==> config.mk <==
export PLATFORM = sky130hd
export DESIGN_NAME = l2_burst_adaptor
export DESIGN_NICKNAME = d
export VERILOG_FILES = /design/src/rtl/l2_burst_adaptor_pkg.sv /design/src/rtl/l2_burst_adaptor.sv
export SDC_FILE = /design/constraint.sdc
export NUM_CORES = 1
export LEC_CHECK = 0
export CAP_MARGIN = 20
export CORE_AREA = 2 2 300 302
export DETAILED_ROUTE_END_ITERATION = 8
export DIE_AREA = 0 0 302 304
export RECOVER_POWER = 50
export REMOVE_ABC_BUFFERS = 1
export SLEW_MARGIN = 0
export SYNTH_ARGS = -nofsm -noshare
export SYNTH_HDL_FRONTEND = slang
export SYNTH_SLANG_ARGS = --single-unit
export TNS_END_PERCENT = 1
==> constraint.sdc <==
create_clock -name clk -period 3.2 [get_ports clk]
set_clock_uncertainty 0.05 [all_clocks]
set_input_delay 0.48 -clock clk [delete_from_list [all_inputs] [get_ports clk]]
set_output_delay 0.48 -clock clk [all_outputs]
set_load 0.01 [all_outputs]
==> src/rtl/l2_burst_adaptor_pkg.sv <==
// Shared types and constants for the L2 line-to-burst adaptor.
// The line is carried as 4 beats of 64 bits; beat 0 occupies the low bits.
package l2_burst_adaptor_pkg;

  localparam int BEATS_C       = 4;
  localparam int BEAT_IDX_W    = 2;
  localparam int OFFSET_BITS_C = 5;

  typedef logic [255:0] line_t;
  typedef logic [63:0]  beat_t;

  typedef enum logic [1:0] {
    IDLE     = 2'd0,
    RD_BURST = 2'd1,
    WR_BURST = 2'd2,
    DONE     = 2'd3
  } adaptor_state_t;

endpackage

==> src/rtl/l2_burst_adaptor.sv <==
// Bridges the L2 cache's single 256-bit pmem transfer onto a 4-beat x 64-bit
// burst memory: line-aligned address, read-line assembly, write-line serialisation.
module l2_burst_adaptor
  import l2_burst_adaptor_pkg::*;
#(
  parameter int ADDR_WIDTH  = 32,
  parameter int LINE_WIDTH  = 256,
  parameter int BURST_WIDTH = 64,
  parameter int OFFSET_BITS = OFFSET_BITS_C
) (
  input  logic                    clk,
  input  logic                    rst,
  input  logic [ADDR_WIDTH-1:0]   line_address_i,
  input  logic                    line_read_i,
  input  logic                    line_write_i,
  input  logic [LINE_WIDTH-1:0]   line_wdata_i,
  output logic [LINE_WIDTH-1:0]   line_rdata_o,
  output logic                    line_resp_o,
  output logic [ADDR_WIDTH-1:0]   burst_address_o,
  output logic                    burst_read_o,
  output logic                    burst_write_o,
  output logic [BURST_WIDTH-1:0]  burst_wdata_o,
  input  logic [BURST_WIDTH-1:0]  burst_rdata_i,
  input  logic                    burst_resp_i,
  output logic [31:0]             read_burst_count_o,
  output logic [31:0]             write_burst_count_o
);

  localparam int BEATS = LINE_WIDTH / BURST_WIDTH;
  localparam int IDX_W = (BEATS > 1) ? $clog2(BEATS) : 1;
  localparam logic [IDX_W-1:0] LAST_BEAT = IDX_W'(BEATS - 1);
  localparam logic [ADDR_WIDTH-1:0] ALIGN_MASK =
    {{(ADDR_WIDTH - OFFSET_BITS){1'b1}}, {OFFSET_BITS{1'b0}}};

  adaptor_state_t state;
  logic [IDX_W-1:0] cnt;
  logic [ADDR_WIDTH-1:0] addr_q;
  // Beat-indexed views of the two lines so the beat counter selects a slice directly.
  logic [BEATS-1:0][BURST_WIDTH-1:0] rd_line;
  logic [BEATS-1:0][BURST_WIDTH-1:0] wr_line;
  logic [31:0] rd_count;
  logic [31:0] wr_count;

  // NOTE: all state below uses non-blocking assignments so every register
  // samples the pre-edge values of the others, regardless of statement order.
  always_ff @(posedge clk or negedge rst) begin
    if (!rst) begin
      state    <= IDLE;
      cnt      <= '0;
      addr_q   <= '0;
      // NOTE: the line buffers are plain registers, not RAM, so they can and
      // do take the reset; line_rdata_o and burst_wdata_o must read 0 in reset.
      rd_line  <= '0;
      wr_line  <= '0;
      rd_count <= '0;
      wr_count <= '0;
    end else begin
      case (state)
        IDLE: begin
          cnt <= '0;
          if (line_write_i) begin
            addr_q  <= line_address_i;
            wr_line <= line_wdata_i;
            state   <= WR_BURST;
          end else if (line_read_i) begin
            addr_q <= line_address_i;
            state  <= RD_BURST;
          end
        end

        RD_BURST: begin
          if (burst_resp_i) begin
            rd_line[cnt] <= burst_rdata_i;
            if (cnt == LAST_BEAT) begin
              cnt      <= '0;
              rd_count <= rd_count + 32'd1;
              state    <= DONE;
            end else begin
              cnt <= cnt + IDX_W'(1);
            end
          end
        end

        WR_BURST: begin
          if (burst_resp_i) begin
            if (cnt == LAST_BEAT) begin
              cnt      <= '0;
              wr_count <= wr_count + 32'd1;
              state    <= DONE;
            end else begin
              cnt <= cnt + IDX_W'(1);
            end
          end
        end

        DONE: begin
          cnt   <= '0;
          state <= IDLE;
        end

        default: state <= IDLE;
      endcase
    end
  end

  // Outputs are decoded from registered state only; no input reaches an output.
  assign burst_read_o        = (state == RD_BURST);
  assign burst_write_o       = (state == WR_BURST);
  assign line_resp_o         = (state == DONE);
  assign burst_address_o     = addr_q & ALIGN_MASK;
  assign burst_wdata_o       = wr_line[cnt];
  assign line_rdata_o        = rd_line;
  assign read_burst_count_o  = rd_count;
  assign write_burst_count_o = wr_count;

endmodule

==> results.txt <==
* Switching Power: 10.3 mW
* Worst Tran Pin Value: 1.70 ns
- Setup repair after global routing left no endpoint under its margin.
- Required @ worst endpoint: 2.67 ns
* Clock buffers created by TritonCTS: 72
* Initial core utilization: 27.8%
- The via count of the first global-routing pass is 18,685.
* Synthesized area per cell: 14.9 um^2
* Leakage: 15.9 nW
* Synth-to-Final Area Change: 47.2%
- The worst setup path is launched from a register.
- Count of placed standard cells including taps: 3,577
- Max-Cap Viols: 2
- Worst-case vdd ir drop: 549 uV
- Peak clock frequency supported by timing: 0.325 GHz
* Final RePlAce weighted congestion: 0.829
* Cells on worst reg2reg path: 5
- Layout cells sized above 1: 28.6%
* Distinct cell type count of the synthesized netlist: 43
* Gate power share: 39.3%
- The first routing iteration left 731 violations.
- Violations in the final reports: max-capacitance violations, max-slew violations
* Class of the tightest hold or removal check: reg2reg
* Deepest level of the CTS H-tree: 3
* Area share of the leading cell type in the synthesized netlist: 61.3%
- Amount of wire on met3 after detailed routing: 7080 um
* Total length of routed met2 wires: 37,100 um
* Clock power share: 23.5%
- In the final timing run, aggregate negative setup slack is 0 ns.
- Detailed placer's ending HPWL: 55,500 um
* Count of fill cells added during filler insertion: 8,216
- Source-to-sink clock delay at the later pin of the worst-skew pair: 0.60 ns
- Arr. time, crit path: 2.55 ns
- TritonCTS clock tree: done
* Number of top-level design ports: 776
* Largest fanout of any net on the critical path: 49
- Setup slack at placement: 0.341 ns
- The floorplan step defined a die boundary enclosing 0.0918 mm^2.
- Port Buf Inserts: 765
- Synthesis inferred 607 register bits.
* Count of warnings emitted by yosys: 0
- Clock tree synthesis found a total of 607 sinks.
* Clock edge transition at the registers on the reported setup and hold paths: 0.06 ns
- Slew Viols, Final: 55
- For this run, design rule violations remaining after detail routing come to 0.
- Switching part of the total power: 30.0%
- Primary flip-flop cell chosen by synthesis mapping: dfrtp_1
- After clock tree synthesis, the repair step resized 0 gates.
- Entering global routing, the biggest net connects 113 pins.
* Setup violators final: 0
- Final critical-path share of the clock period: 96.2%
* Final ANT Viol Nets: 0
- Utilization of the core after routing: 41.0%
- Top layer reached by signal wires: met5
- Sequential elements use 61.3% of the synthesized area.
- Design internal power: 24.0 mW
- In this run, flip-flops and latches consume 37.1% of the power.
- Placement row count: 110
- In this run, synthesis inferred 0 flip-flops with an integrated enable.
* Clock period minus final worst setup slack: 3.08 ns
- Routed wirelength normalized by instance count: 20.7 um
- For this run, the detailed router's first-pass iteration total came to 4.
* Depth of the worst hold-timing path: 1
- The run finished, with violations left.
- The tree is rooted in a clkbuf_16.
- Worst setup path class: reg2out
- Number of hold-slack violations in the final timing report: 0
* Ranking of synthesized cells by area: dfrtp_1 61%, mux2_2 22%, mux4_2 5.8%
- The first global-routing pass estimated 116,000 um of wire.
* Cell area after synthesis: 0.0248 mm^2
* Maximum single-stage delay on the critical path: 0.50 ns
* DRT met1 WL: 30,100 um
- The initial antenna violation count came to 13.
- In the routed layout, each cell is associated on average with a via count of 4.51.
- Die Y: 304 um
* Relative slew margins: -13.3%
- Post-Route WL: 76,800 um
* Share of synthesized registers carrying an async set or reset: 100%
- Cell at the slowest stage of the critical path: clkdlybuf4s50_1
- Tot GR Track Use: 16.4%
* Net count of the finished layout: 2,848
* Cell type with the largest total area after synthesis: dfrtp_1
* Crit path cell chain: buf_12 > buf_4 > mux4_2 > clkdlybuf4s50_1
- Final worst setup slack: 0.121 ns
- CP Capture Type: output pin
* Die X-Extent: 302 um
* Number of instances in the synthesized netlist: 1,664
- Total via count after detailed routing: 16,791
- Std-Cell Core Area: 0.0890 mm^2
* Number of standard cells in the final layout excluding fillers: 3,719
- The clock passes through at most 3 buffers.
- Residual overflow from global routing: 0
- Cell Pwr Density: 941 mW/mm^2
## metrics by stage
stage                     power, mW  cell area, um^2  hold slack (ns)
after global routing           36.3            36500            0.390
after CTS                      35.1            36600            0.345
after floorplan                19.5            24400            0.134
after detailed placement       26.7            34200            0.412
after global placement         26.3            34200            0.410
final                          34.3            36500            0.418
## per-layer routing
metal,vias up,GRT usage [%]
met5,-,0
met4,8,6.52
met3,145,5.89
met2,630,27.1
met1,8528,19.4
li1,7480,-
## power groups by stage
stage                     sequential (mW)  clock (mW)  combinational, mW
after floorplan                      13.4           0               6.14
after global placement               12.7           0               13.6
after detailed placement             12.9           0               13.8
after CTS                            12.8        8.36               14.0
after global routing                 13.2        8.70               14.4
final                                12.7        8.08               13.5
## critical path, delay by kind of cell, from the launching register on
kind     cells  cell delay, ns
buf+inv      3            1.06
flops        1            0.42
mux          1            0.33
## synth_stat cells (all sizes together) (2+ instances only)
library cell	instances
dfrtp	607
mux2	475
nand2	224
clkbuf	71
mux4	64
xor2	32
xnor2	30
nand3	22
nor4	19
buf	18
inv	15
nand4	15
nor3	14
nor2	13
ha	11
and3	7
or4	5
and4	4
mux2i	3
nor2b	2
nor4b	2
o21ai	2
## repair_timing
action,CTS,global route
endpoints found under the hold margin,37,0
hold buffers,1,0
setup buffers,4,0
endpoints found under the setup margin,51,0
## final cells by class
class | count | area, um^2 | share of cell area, %
sequential | 607 | 15200 | 41.6
clock inverter | 25 | 305 | 0.837
tap | 1176 | 1470 | 4.03
inverter | 15 | 56.3 | 0.154
antenna | 12 | 30.0 | 0.0823
timing repair buffer | 827 | 8200 | 22.5
multi-input combinational | 957 | 9210 | 25.2
clock buffer | 100 | 2030 | 5.55
## final timing paths
| path | startpoint | endpoint | slack (ns) |
|---|---|---|---|
| worst min-delay path | read_burst_count_o[31] | read_burst_count_o[31] | 0.42 |
| max in group asynchronous | rst | line_rdata_o[224] | 0.46 |
| worst min register to register | read_burst_count_o[31] | read_burst_count_o[31] | 0.42 |
| worst max register to register | state[1] | wr_line[71] | 0.25 |
| worst max-delay path | cnt[1] | burst_wdata_o[47] | 0.12 |
| min in group asynchronous | rst | wr_line[187] | 0.79 |
## sequential cells by signal, summed over array words and instances, names as in the netlist
register             flops
addr_q                  27
cnt                      2
line_rdata_o           256
read_burst_count_o      32
state                    2
wr_line                256
write_burst_count_o     32
## logic make-up (layout without fill, tap and decap cells)
| family | after synthesis | after routing | share of synthesized area (%) |
|---|---|---|---|
| xor+xnor | 62 | 62 | 2.19 |
| flops | 607 | 607 | 61.3 |
| mux | 542 | 542 | 27.5 |
| simple gates | 332 | 332 | 6.53 |
| compound gates | 5 | 5 | 0.121 |
| buf+inv | 104 | 967 | 1.80 |
| fa+ha+maj | 11 | 11 | 0.555 |
| other cells | 1 | 17 | 0.0151 |
## cell usage in the layout, fill, tap and decap left out, drive strengths merged, types with 3 or more instances in the layout
cell and count:
clkdlybuf4s50 672, dfrtp 607, mux2 475, nand2 224, clkbuf 124, dlygate4sd3 93, mux4 64, buf 38
xor2 32, xnor2 30, nand3 22, inv 20, nor4 19, nand4 15, clkinv 15, nor3 14
nor2 13, diode 12, ha 11, and3 7, conb 5, or4 5, and4 4, bufinv 4
mux2i 3
(Power assumes the default switching activity.)
